--- src/rtl/resp_cmp_pkg.sv ---
// Shared types for the response comparator: FSM state, mismatch record and
// the default compare/index widths.
package resp_cmp_pkg;

  localparam int CMP_WIDTH = 2;
  localparam int CMP_IDX_W = 8;

  typedef enum logic [1:0] {
    IDLE = 2'd0,
    RUN  = 2'd1,
    DONE = 2'd2
  } state_t;

  typedef struct packed {
    logic [CMP_IDX_W-1:0] idx;
    logic [CMP_WIDTH-1:0] got;
    logic [CMP_WIDTH-1:0] exp;
  } mm_rec_t;

endpackage

--- src/rtl/resp_compare_if.sv ---
// Vector handshake and mismatch-log read bus of resp_compare.
interface resp_compare_if
  import resp_cmp_pkg::*;
#(
  parameter int WIDTH = CMP_WIDTH,
  parameter int IDX_W = CMP_IDX_W
);

  logic             vec_valid;
  logic             vec_ready;
  logic [WIDTH-1:0] got;
  logic [WIDTH-1:0] exp;
  logic             log_rd;
  logic             log_empty;
  logic [IDX_W-1:0] log_idx;
  logic [WIDTH-1:0] log_got;
  logic [WIDTH-1:0] log_exp;

  modport master (
    output vec_valid, got, exp, log_rd,
    input  vec_ready, log_empty, log_idx, log_got, log_exp
  );

  modport slave (
    input  vec_valid, got, exp, log_rd,
    output vec_ready, log_empty, log_idx, log_got, log_exp
  );

endinterface

--- src/rtl/resp_compare_mm_log_fifo.sv ---
// First-word-fall-through FIFO of mismatch records with a sticky overflow flag.
module mm_log_fifo
  import resp_cmp_pkg::*;
#(
  parameter int DEPTH = 4
) (
  input  logic    clk,
  input  logic    rst,
  input  logic    i_clr,
  input  logic    i_push,
  input  logic    i_pop,
  input  mm_rec_t i_din,
  output mm_rec_t o_dout,
  output logic    o_full,
  output logic    o_empty,
  output logic    o_ovf
);

  localparam int AW = $clog2(DEPTH);
  localparam int PW = AW + 1;

  logic [PW-1:0] r_wr_ptr;
  logic [PW-1:0] r_rd_ptr;
  logic          r_ovf;
  mm_rec_t       r_mem [DEPTH];

  logic w_full;
  logic w_empty;
  logic w_pop;
  logic w_push;

  assign w_empty = (r_wr_ptr == r_rd_ptr);
  assign w_full  = (r_wr_ptr[AW] != r_rd_ptr[AW]) &&
                   (r_wr_ptr[AW-1:0] == r_rd_ptr[AW-1:0]);
  // A pop frees the head slot on the same edge, so a full log still accepts a push.
  assign w_pop   = i_pop & ~w_empty;
  assign w_push  = i_push & (~w_full | w_pop);

  always_ff @(posedge clk or posedge rst) begin
    if (rst) begin
      r_wr_ptr <= '0;
      r_rd_ptr <= '0;
      r_ovf    <= 1'b0;
    end else if (i_clr) begin
      r_wr_ptr <= '0;
      r_rd_ptr <= '0;
      r_ovf    <= 1'b0;
    end else begin
      if (w_push) r_wr_ptr <= r_wr_ptr + 1'b1;
      if (w_pop)  r_rd_ptr <= r_rd_ptr + 1'b1;
      if (i_push && !w_push) r_ovf <= 1'b1;
    end
  end

  always_ff @(posedge clk) begin
    if (w_push) r_mem[r_wr_ptr[AW-1:0]] <= i_din;
  end

  assign o_dout  = w_empty ? '0 : r_mem[r_rd_ptr[AW-1:0]];
  assign o_full  = w_full;
  assign o_empty = w_empty;
  assign o_ovf   = r_ovf;

endmodule

--- src/rtl/resp_compare.sv ---
// Compares reduced-model output against original-model output per vector,
// counts and logs mismatches, and reports pass/fail after NUM_VEC vectors.
module resp_compare
  import resp_cmp_pkg::*;
#(
  parameter int WIDTH     = CMP_WIDTH,
  parameter int NUM_VEC   = 16,
  parameter int IDX_W     = CMP_IDX_W,
  parameter int LOG_DEPTH = 4
) (
  input  logic             clk,
  input  logic             rst,
  input  logic             i_start,
  resp_compare_if.slave    bus,
  output logic             o_log_ovf,
  output logic [IDX_W-1:0] o_mm_count,
  output logic             o_done,
  output logic             o_pass
);

  state_t           r_state;
  logic [IDX_W-1:0] r_idx;
  logic [IDX_W-1:0] r_mm_count;

  logic    w_run;
  logic    w_accept;
  logic    w_mismatch;
  logic    w_clr;
  logic    w_last;
  logic    w_full;
  mm_rec_t w_rec;
  mm_rec_t w_head;

  assign w_run      = (r_state == RUN);
  assign w_accept   = bus.vec_valid & w_run;
  assign w_mismatch = w_accept & (bus.got != bus.exp);
  assign w_clr      = i_start & ~w_run;
  assign w_last     = (r_idx == IDX_W'(NUM_VEC - 1));

  always_ff @(posedge clk or posedge rst) begin
    if (rst) begin
      r_state    <= IDLE;
      r_idx      <= '0;
      r_mm_count <= '0;
    end else if (w_clr) begin
      r_state    <= RUN;
      r_idx      <= '0;
      r_mm_count <= '0;
    end else if (w_accept) begin
      r_idx <= r_idx + 1'b1;
      if (w_mismatch && (r_mm_count != '1)) r_mm_count <= r_mm_count + 1'b1;
      if (w_last) r_state <= DONE;
    end
  end

  assign w_rec = '{idx: r_idx, got: bus.got, exp: bus.exp};

  mm_log_fifo #(
    .DEPTH (LOG_DEPTH)
  ) u_log (
    .clk     (clk),
    .rst     (rst),
    .i_clr   (w_clr),
    .i_push  (w_mismatch),
    .i_pop   (bus.log_rd),
    .i_din   (w_rec),
    .o_dout  (w_head),
    .o_full  (w_full),
    .o_empty (bus.log_empty),
    .o_ovf   (o_log_ovf)
  );

  assign bus.vec_ready = w_run;
  assign bus.log_idx   = w_head.idx;
  assign bus.log_got   = w_head.got;
  assign bus.log_exp   = w_head.exp;

  assign o_mm_count = r_mm_count;
  assign o_done     = (r_state == DONE);
  assign o_pass     = o_done & (r_mm_count == '0);

endmodule

--- src/flat_wrapper.sv ---
// flat-port wrapper written by rule: the top's interface ports become plain ports
module resp_compare_flat import resp_cmp_pkg::*;
#(
  parameter int WIDTH     = CMP_WIDTH,
  parameter int NUM_VEC   = 16,
  parameter int IDX_W     = CMP_IDX_W,
  parameter int LOG_DEPTH = 4
)
  (clk, rst, i_start, o_log_ovf, o_mm_count, o_done, o_pass, bus_vec_valid, bus_got, bus_exp, bus_log_rd, bus_vec_ready, bus_log_empty, bus_log_idx, bus_log_got, bus_log_exp);
  resp_compare_if #(.WIDTH(WIDTH), .IDX_W(IDX_W)) bus_i ();
  input  logic clk;
  input  logic rst;
  input  logic i_start;
  output logic o_log_ovf;
  output logic [IDX_W-1:0] o_mm_count;
  output logic o_done;
  output logic o_pass;
  input wire logic [$bits(bus_i.vec_valid)-1:0] bus_vec_valid;
  input wire logic [$bits(bus_i.got)-1:0] bus_got;
  input wire logic [$bits(bus_i.exp)-1:0] bus_exp;
  input wire logic [$bits(bus_i.log_rd)-1:0] bus_log_rd;
  output wire logic [$bits(bus_i.vec_ready)-1:0] bus_vec_ready;
  output wire logic [$bits(bus_i.log_empty)-1:0] bus_log_empty;
  output wire logic [$bits(bus_i.log_idx)-1:0] bus_log_idx;
  output wire logic [$bits(bus_i.log_got)-1:0] bus_log_got;
  output wire logic [$bits(bus_i.log_exp)-1:0] bus_log_exp;
  assign bus_i.vec_valid = bus_vec_valid;
  assign bus_i.got = bus_got;
  assign bus_i.exp = bus_exp;
  assign bus_i.log_rd = bus_log_rd;
  assign bus_vec_ready = bus_i.vec_ready;
  assign bus_log_empty = bus_i.log_empty;
  assign bus_log_idx = bus_i.log_idx;
  assign bus_log_got = bus_i.log_got;
  assign bus_log_exp = bus_i.log_exp;
  resp_compare #(.WIDTH(WIDTH), .NUM_VEC(NUM_VEC), .IDX_W(IDX_W), .LOG_DEPTH(LOG_DEPTH)) u_core (.clk(clk), .rst(rst), .i_start(i_start), .bus(bus_i), .o_log_ovf(o_log_ovf), .o_mm_count(o_mm_count), .o_done(o_done), .o_pass(o_pass));
endmodule
--- config.mk ---
export PLATFORM = sky130hd
export DESIGN_NAME = resp_compare_flat
export DESIGN_NICKNAME = d
export VERILOG_FILES = /design/src/rtl/resp_cmp_pkg.sv /design/src/rtl/resp_compare_if.sv /design/src/rtl/resp_compare_mm_log_fifo.sv /design/src/rtl/resp_compare.sv /design/src/flat_wrapper.sv
export SDC_FILE = /design/constraint.sdc
export NUM_CORES = 1
export LEC_CHECK = 0
export BUFFER_PORTS_ARGS = -buffer_cell sky130_fd_sc_hd__buf_2
export CAP_MARGIN = 5
export CORE_UTILIZATION = 30
export DETAILED_ROUTE_END_ITERATION = 10
export GPL_TIMING_DRIVEN = 0
export HOLD_SLACK_MARGIN = 0.12
export SYNTH_ARGS = -nofsm -noshare
export SYNTH_HDL_FRONTEND = slang
export SYNTH_HIERARCHICAL = 1
export SYNTH_SLANG_ARGS = --single-unit
--- constraint.sdc ---
create_clock -name clk -period 1.9 [get_ports clk]
set_input_delay 0.38 -clock clk [delete_from_list [all_inputs] [get_ports clk]]
set_output_delay 0.38 -clock clk [all_outputs]
set_load 0.02 [all_outputs]
==> results of run 1 <==
==> cell type report <==
class | count | area [um2]
Sequential cell | 73 | 2070
Clock inverter | 7 | 85.1
Inverter | 13 | 48.8
Timing Repair Buffer | 54 | 402
Tap cell | 136 | 170
Clock buffer | 9 | 124
Multi-Input combinational cell | 136 | 1290
Buffer | 7 | 63.8
Fill cell | 974 | 6200
==> worst max path at each step <==
stage,start,end,slack (ps),cells past startpoint
final,u_core/u_log/r_rd_ptr[0],bus_log_idx[1],-290,5
after detailed placement,bus_got[0],u_core/u_log/r_mem[1][4],-480,6
after CTS,u_core/u_log/r_rd_ptr[0],bus_log_exp[1],-300,5
after floorplan,u_core/u_log/r_rd_ptr[0],bus_log_exp[1],20,5
after global routing,u_core/u_log/r_rd_ptr[0],bus_log_idx[1],-340,5
after global placement,bus_got[0],u_core/u_log/r_mem[0][3],-460,6
==> power by group <==
part,switching (mW),internal (mW),leakage [nW]
clock network,0.624,0.631,0.106
logic,1.93,1.82,0.811
registers,0.351,2.16,0.759
total,2.91,4.61,1.68
==> cells in the final DEF (no fill, tap or decap), types with 2 or more instances in the layout <==
master,count
nor2_1,17
dfrtp_2,5
nor2b_1,9
o41ai_4,2
edfxtp_1,48
inv_1,9
dfrtp_1,20
clkinv_4,3
a21oi_1,5
buf_4,19
buf_2,26
and2_4,3
o211ai_1,3
xor2_1,5
xor2_4,2
buf_6,11
clkbuf_8,9
mux2i_1,3
o21ai_1,3
ha_1,8
or4_1,2
inv_2,4
o31ai_1,6
mux4_2,12
nand4_1,3
o311ai_1,2
nand3b_1,2
nand3_1,4
or3_1,2
nor2b_4,6
inv_6,2
nand2_1,11
xnor2_1,5
==> flip-flops by register name, summed over array words and instances (netlist names) <==
register	cells
u_core/r_state	2
u_core/u_log/r_mem	48
u_core/u_log/o_ovf	1
u_core/o_mm_count	8
u_core/u_log/r_rd_ptr	3
u_core/u_log/r_wr_ptr	3
u_core/r_idx	8
==> stage by stage <==
stage | area, um2 | util | setup WS [ps] | hold WS [ps]
6_report | 4260 | 0.407 | -290 | 289
5_1_grt | 4260 | 0.407 | -341 | 289
4_1_cts | 4090 | 0.390 | -295 | 275
3_5_place_dp | 3630 | 0.347 | -483 | 356
3_3_place_gp | 3630 | 0.347 | -464 | 336
2_1_floorplan | 3290 | - | 19.4 | 183
==> worst max-delay path, delay by kind of cell (launching register included) <==
kind,cells,cell delay (ps)
simple gates,1,140
flops,1,370
buf+inv,3,460
mux,1,490
==> routing by layer <==
metal | routed length (um) | track usage
met2 | 3470 | 0.209
met3 | 274 | 0.0249
met4 | 102 | 0.0528
met5 | 0 | 0
met1 | 3090 | 0.164
==> timing repair <==
| action | 4_1_cts | 5_1_grt |
|---|---|---|
| hold buffers | 1 | 0 |
| pin swaps | 1 | 3 |
| cloned | 2 | 1 |
| setup buffers | 8 | 10 |
| setup endpoints to repair | 62 | 64 |
| hold endpoints to repair | 7 | 0 |
| gates resized for setup | 45 | 21 |
==> reports/qor.csv, run 1 <==
metric;value;unit
run status;finished, violations left;
failing checks;setup timing;
largest net degree at the start of global routing;19;
total die area;0.0114;mm2
Worst setup EP type;primary output;
DR DRC count;0;
HPWL after DPL;4210;um
Worst Hold Depth;1;
hold_sp;bus_exp[1];
CTS Root Cell;clkbuf_8;
flop2flop setup slack;70;ps
via count;2092;
placed cells;397;
Worst Setup Path Type;flop to primary output;
Syn. warnings;6;
Routed WL;6940;um
min cycle time layout;2190;ps
cts bufs inserted;9;
DRT Pass-1 Iters;4;
share of cells above drive strength 1;0.398;
antenna-violating nets left;0;
skew final;8.12;ps
number of global-route vias before repair;2048;
Worst Path Required;1520;ps
Net Count, Synth;245;
detailed-route wire length per cell;16.0;um
post-layout power;7.52;mW
maximum VDD drop;0.699;mV
Ports;34;
Hold WC Path Type;input port to flop;
CTS tree;done;
Crit Reg-Reg Startpoint;u_core/u_log/r_rd_ptr[0];
WHS Endpoint;u_core/u_log/r_mem[1][1];
Critical Path, Cell by Cell;buf_6 > buf_12 > mux4_2 > nor2b_1 > buf_2;
crit path DAT;1810;ps
non-filler instance count after layout;435;
initial antenna violation count;0;
GR Overflow Total;0;
Initial Util;0.314;
first-pass GRT wire length;10800;um
Layout area overhead;29.6;%
P per Cell Area;1760;mW/mm2
syn_area_per_cell;14.4;um2
fin crit share;1.15;
fin. max-slew vios;0;
Largest stage delay, worst path;490;ps
setup TNS;-3320;ps
Reg clk slew, reported paths;80;ps
worst-path fanout max;5;
final setup vio count;13;
R2R depth;7;
clock sink total;73;
Die W;107;um
n_diodes;0;
Via density;4.81;
Cell Rows;37;
Slew @ Worst Pin;727;ps
Post-Syn Area;0.00329;mm2
Die Ht;107;um
Final #Nets;311;
clock insertion delay at the later pin of the skew report;350;ps
Final Worst Setup Slack;-290;ps
Final Hold Vio Count;0;
I/O Buffers;33;
Slew Limit Headroom;0.515;
fmax;457;MHz
Max-cap violations;0;
Final Wtd Congestion;0.740;
Initial DRC Count;121;
GRT Total Usage;0.127;
core box area;0.0105;mm2
H-tree levels;3;
startpoint class of the critical path;flop;
Mapped Cells;228;
CP max stage cell;mux4_2;
Pleak;1.68;nW
reg2reg end;u_core/u_log/r_mem[3][3];
Max Root-Sink Buffers;2;
unrepaired setup endpoints after global routing;true;
Note: power is estimated with default switching activity, not from simulation.
==> run 2: changes to the inputs <==
TNS_END_PERCENT = 20   (was unset)
clock period = 2.6 ns   (was 1.9 ns; I/O delays follow)
==> run 2 against run 1 <==
Effect of this change: the flow now finishes without violations; worst setup slack gained 420 ps; sequential share of layout area grew 4.2 points; worst hold slack gained 130 ps; largest cell class unchanged; routed wire length shrank 8.3%; register-to-register slack gained 380 ps; final cell count shrank 4.8%; design area shrank 8.3%; sequential cell count is the same; global-route usage shrank 0.34 points; core utilization shrank 3.4 points.
==> reports/qor.csv, run 2 (same netlist as run 1, synthesis figures left out) <==
metric;value;unit;change
Pleak;1.51;nW;was 1.68 nW
crit path DAT;1950;ps;was 1810 ps
placed cells;397;;unchanged
Ports;34;;unchanged
min cycle time layout;2470;ps;
Initial DRC Count;93;;was 121
Layout area overhead;18.9;%;was 29.6%
CTS Root Cell;clkbuf_8;;unchanged
Largest stage delay, worst path;570;ps;was 490 ps
Worst setup endpoint;bus_log_idx[6];;was bus_log_idx[1]
Final #Nets;290;;was 311
Worst setup EP type;primary output;;unchanged
worst-path fanout max;10;;was 5
first-pass GRT wire length;10500;um;was 10,800 um
fin crit share;0.949;;
setup TNS;0;ps;was -3320 ps
HPWL after DPL;4300;um;was 4210 um
reg2reg end;u_core/u_log/r_mem[0][1];;was u_core/u_log/r_mem[3][3]
Buf/Inv on CP;2;;was 3
H-tree levels;3;;unchanged
Worst Setup Path Type;flop to primary output;;unchanged
total die area;0.0114;mm2;unchanged
Via density;4.71;;was 4.81
number of global-route vias before repair;1987;;was 2,048
fmax;405;MHz;
antenna-violating nets left;0;;unchanged
CP Launch Point;u_core/u_log/r_rd_ptr[1];;was u_core/u_log/r_rd_ptr[0]
largest net degree at the start of global routing;19;;unchanged
# fillers;1045;;was 974
initial antenna violation count;0;;unchanged
DR DRC count;0;;unchanged
Crit path max-delay family;flip-flops;;was multiplexers
Worst Path Required;2080;ps;was 1520 ps
clock sink total;73;;unchanged
Crit Reg-Reg Startpoint;u_core/r_state[1];;was u_core/u_log/r_rd_ptr[0]
startpoint class of the critical path;flop;;unchanged
share of cells above drive strength 1;0.255;;was 0.398
Hold WC Path Type;input port to flop;;unchanged
Routed WL;6360;um;was 6940 um
final setup vio count;0;;was 13
Critical Path, Cell by Cell;clkbuf_2 > mux4_2 > nor2b_1 > buf_2;;was buf_6 > buf_12 > mux4_2 > nor2b_1 > buf_2
Post CTS Setup Buffer Count;0;;was 8
Die W;107;um;unchanged
most frequent cells in the layout;edfxtp_1 (48), buf_2 (35), dfrtp_1 (25);;was edfxtp_1 (48), buf_2 (26), dfrtp_1 (20)
CTS tree;done;;unchanged
DRT Pass-1 Iters;4;;unchanged
Max Root-Sink Buffers;2;;unchanged
unrepaired setup endpoints after global routing;false;;was true
Slew @ Worst Pin;753;ps;was 727 ps
Slew Limit Headroom;0.497;;was 0.515
I/O Buffers;33;;unchanged
Final Hold Vio Count;0;;unchanged
detailed-route wire length per cell;15.4;um;was 16.0 um
Initial Util;0.314;;unchanged
via count;1951;;was 2,092
maximum VDD drop;0.492;mV;was 0.699 mV
cts bufs inserted;9;;unchanged
GRT Total Usage;0.124;;was 0.127
Cell Rows;37;;unchanged
GR Overflow Total;0;;unchanged
cell count along the critical path;4;;was 5
skew final;6.07;ps;was 8.12 ps
n_diodes;0;;unchanged
Reg clk slew, reported paths;80;ps;about the same
P per Cell Area;1220;mW/mm2;was 1760 mW/mm2
Largest register FFs;48;;unchanged
run status;finished clean;;was finished, violations left
R2R depth;5;;was 7
Max-cap violations;0;;unchanged
flop2flop setup slack;450;ps;was 70 ps
Final Wtd Congestion;0.775;;was 0.740
non-filler instance count after layout;414;;was 435
fin. max-slew vios;0;;unchanged
commonest non-fill, non-tap cell in the layout;edfxtp_1;;unchanged
clock insertion delay at the later pin of the skew report;350;ps;about the same
core box area;0.0105;mm2;unchanged
Die Ht;107;um;unchanged
CP max stage cell;dfrtp_1;;was mux4_2
-- run 2: how the worst min path moves through the flow --
stage	from	end	slack (ps)	depth (start not counted)
global route	bus_exp[1]	u_core/u_log/r_mem[3][1]	430	1
finish	bus_exp[1]	u_core/u_log/r_mem[1][1]	420	1
floorplan	rst	u_core/u_log/o_ovf	320	1
global placement	rst	u_core/u_log/o_ovf	480	2
detailed placement	rst	u_core/u_log/o_ovf	490	2
CTS	bus_exp[1]	u_core/u_log/r_mem[1][1]	410	1
-- run 2: power breakdown --
group / switching, mW / total (mW) / internal, mW
Combinational: 1.13 / 1.90 / 0.769
Sequential: 0.255 / 1.83 / 1.57
Clock: 0.414 / 1.04 / 0.627
-- run 2: stage by stage --
step | total power, mW | hold WS [ps] | util | area, um2 | worst slack, ps
floorplan | 3.13 | 323 | - | 3290 | 475
global placement | 3.65 | 476 | 0.346 | 3620 | 87.7
detailed placement | 3.70 | 487 | 0.346 | 3620 | 44.2
CTS | 4.77 | 409 | 0.370 | 3870 | 8.76
global route | 5.10 | 426 | 0.374 | 3910 | 5.41
finish | 4.77 | 424 | 0.374 | 3910 | 132
-- run 2: timing repair --
item	in CTS	in global routing
gates resized for setup	3	5
hold buffers	1	0
endpoints found under the setup margin	10	10
pin swaps	0	0
hold endpoints to repair	7	0
-- run 2: layout make-up --
cell class                 count  area, um2  share of cell area
buffer                         7       45.0              0.0115
timing repair buffer          34        175              0.0448
multi-input combinational    135       1170               0.300
clock buffer                   9        124              0.0317
tap                          136        170              0.0435
inverter                      13       48.8              0.0125
sequential                    73       2070               0.529
clock inverter                 7        109              0.0278
-- run 2: routing by layer --
metal | GRT usage | share of wire
met3 | 0.0261 | 0.040
met5 | 0 | 0
met4 | 0.0587 | 0.020
met1 | 0.168 | 0.49
met2 | 0.188 | 0.45
==> run 3: changes to the inputs <==
==> constraint.sdc (replaced) <==
create_clock -name clk -period 2.6 [get_ports clk]
set_input_delay 0.52 -clock clk [delete_from_list [all_inputs] [get_ports clk]]
set_output_delay 0.52 -clock clk [all_outputs]
set_load 0.005 [all_outputs]
==> run 3 against run 2 <==
Effect of this change: routed wire length is 0.13% higher; largest cell class unchanged; highest routed layer unchanged; critical endpoint unchanged; worst setup slack better by 7.3 ps; register-to-register slack got worse by 90 ps; non-clock buffer count stayed put; largest power group is now registers; combinational power shrank 17%; via count fell by 0.10%; critical path type unchanged; critical path depth increased by 1.
==> reports/qor.csv, run 3 (same netlist as run 1, synthesis figures left out) <==
metric;value;unit;change
antenna-violating nets left;0;;unchanged
Post CTS Setup Buffer Count;0;;unchanged
Die W;107;um;unchanged
largest net degree at the start of global routing;19;;unchanged
Reg clk slew, reported paths;80;ps;about the same
DRT Pass-1 Iters;4;;unchanged
setup TNS;0;ps;unchanged
worst-path fanout max;10;;unchanged
core box area;0.0105;mm2;unchanged
most frequent cells in the layout;edfxtp_1 (48), buf_2 (36), dfrtp_1 (25);;was edfxtp_1 (48), buf_2 (35), dfrtp_1 (25)
placed cells;397;;unchanged
Final #Nets;290;;unchanged
Hold WC Path Type;input port to flop;;unchanged
skew final;7.13;ps;was 6.07 ps
maximum VDD drop;0.367;mV;was 0.492 mV
first-pass GRT wire length;10500;um;unchanged
Hold WS;424;ps;about the same
flop2flop setup slack;360;ps;was 450 ps
commonest non-fill, non-tap cell in the layout;edfxtp_1;;unchanged
H-tree levels;3;;unchanged
Largest stage delay, worst path;530;ps;was 570 ps
Die Ht;107;um;unchanged
initial antenna violation count;0;;unchanged
CTS tree;done;;unchanged
Final Wtd Congestion;0.775;;unchanged
final core occ;0.371;;was 0.374
HPWL after DPL;4300;um;unchanged
GR Overflow Total;0;;unchanged
placed cell area;0.00362;mm2;unchanged
Worst Hold Depth;1;;unchanged
CTS Root Cell;clkbuf_8;;unchanged
crit path DAT;1940;ps;was 1950 ps
fin crit share;0.947;;was 0.949
Ports;34;;unchanged
GRT Total Usage;0.124;;unchanged
Layout area overhead;18.0;%;was 18.9%
DR DRC count;0;;unchanged
R2R depth;5;;unchanged
Routed WL;6370;um;was 6360 um
run status;finished clean;;unchanged
# fillers;1049;;was 1,045
I/O Buffers;33;;unchanged
min cycle time layout;2460;ps;was 2470 ps
clock sink total;73;;unchanged
startpoint class of the critical path;flop;;unchanged
pre-CTS WS;44.2;ps;unchanged
number of global-route vias before repair;1987;;unchanged
final setup vio count;0;;unchanged
Final Worst Setup Slack;139;ps;was 132 ps
unrepaired setup endpoints after global routing;false;;unchanged
Initial Util;0.314;;unchanged
Largest register FFs;48;;unchanged
Final Hold Vio Count;0;;unchanged
Critical Path, Cell by Cell;buf_4 > buf_4 > mux4_2 > nor2b_1 > buf_2;;was clkbuf_2 > mux4_2 > nor2b_1 > buf_2
non-filler instance count after layout;414;;unchanged
cts bufs inserted;9;;unchanged
n_diodes;0;;unchanged
Via density;4.71;;about the same
Slew @ Worst Pin;753;ps;unchanged
post-layout power;4.44;mW;was 4.77 mW
via count;1949;;was 1,951
Max-cap violations;0;;unchanged
fmax;406;MHz;was 405 MHz
clock insertion delay at the later pin of the skew report;350;ps;about the same
CP max stage cell;mux4_2;;was dfrtp_1
total die area;0.0114;mm2;unchanged
Initial DRC Count;100;;was 93
P per Cell Area;1140;mW/mm2;was 1220 mW/mm2
detailed-route wire length per cell;15.4;um;about the same
post-route cell area;0.00388;mm2;was 0.00391 mm2
Slew Limit Headroom;0.497;;unchanged
Worst Setup Path Type;flop to primary output;;unchanged
Max Root-Sink Buffers;2;;unchanged
share of cells above drive strength 1;0.255;;unchanged
Worst Path Required;2080;ps;about the same
Cell Rows;37;;unchanged
fin. max-slew vios;0;;unchanged
Pleak;1.51;nW;about the same
most frequent CP cell;buf_4;;
Worst setup EP type;primary output;;unchanged
==> run 3: changes by cell type in the layout (fill, tap and decap cells not counted) <==
cell,change
buf_6,-1
buf_2,+1
clkbuf_4,-1
buf_4,+1
xor2_2,+2
xor2_4,-2
==> run 3: cell type report <==
type	count	area, um2	share of cell area
buffer	7	38.8	0.00999
clock buffer	9	124	0.0319
clock inverter	7	109	0.0280
inverter	13	48.8	0.0126
multi-input combinational	135	1150	0.296
sequential	73	2070	0.533
tap	136	170	0.0438
timing repair buffer	34	175	0.0451
==> run 3: critical path: cells and delay by family (launching register included) <==
family        cells  cell delay, ps
buf+inv           3             550
mux               1             530
flops             1             350
simple gates      1             150
==> run 3: power breakdown <==
| part | internal [mW] | leakage, nW | total [mW] | switching (mW) |
|---|---|---|---|---|
| clock | 0.627 | 0.112 | 1.04 | 0.415 |
| sequential | 1.58 | 0.765 | 1.82 | 0.241 |
| combinational | 0.730 | 0.630 | 1.58 | 0.852 |
==> run 3: layer usage <==
| metal | wire length, um | GRT usage | part of all wire | up-vias |
|---|---|---|---|---|
| met5 | 0 | 0 | 0 | - |
| met4 | 130 | 0.0587 | 0.020 | 0 |
| met3 | 253 | 0.0261 | 0.040 | 13 |
| met2 | 2880 | 0.188 | 0.45 | 48 |
| met1 | 3110 | 0.168 | 0.49 | 950 |
| li1 | - | - | - | 938 |
==> run 3: timing repair <==
item | 4_1_cts | 5_1_grt
endpoints found under the hold margin | 7 | 0
setup endpoints to repair | 10 | 10
resized for setup | 3 | 1
hold buffers | 1 | 0
==> run 3: path summary, 6_finish.rpt <==
check | startpoint | endpoint
max | u_core/u_log/r_rd_ptr[0] | bus_log_idx[6]
min | bus_exp[1] | u_core/u_log/r_mem[1][1]
max reg2reg | u_core/u_log/r_rd_ptr[0] | u_core/u_log/r_mem[0][1]
min reg2reg | u_core/u_log/o_ovf | u_core/u_log/o_ovf
max in group asynchronous | rst | u_core/r_idx[3]
min in group asynchronous | rst | u_core/u_log/r_wr_ptr[2]
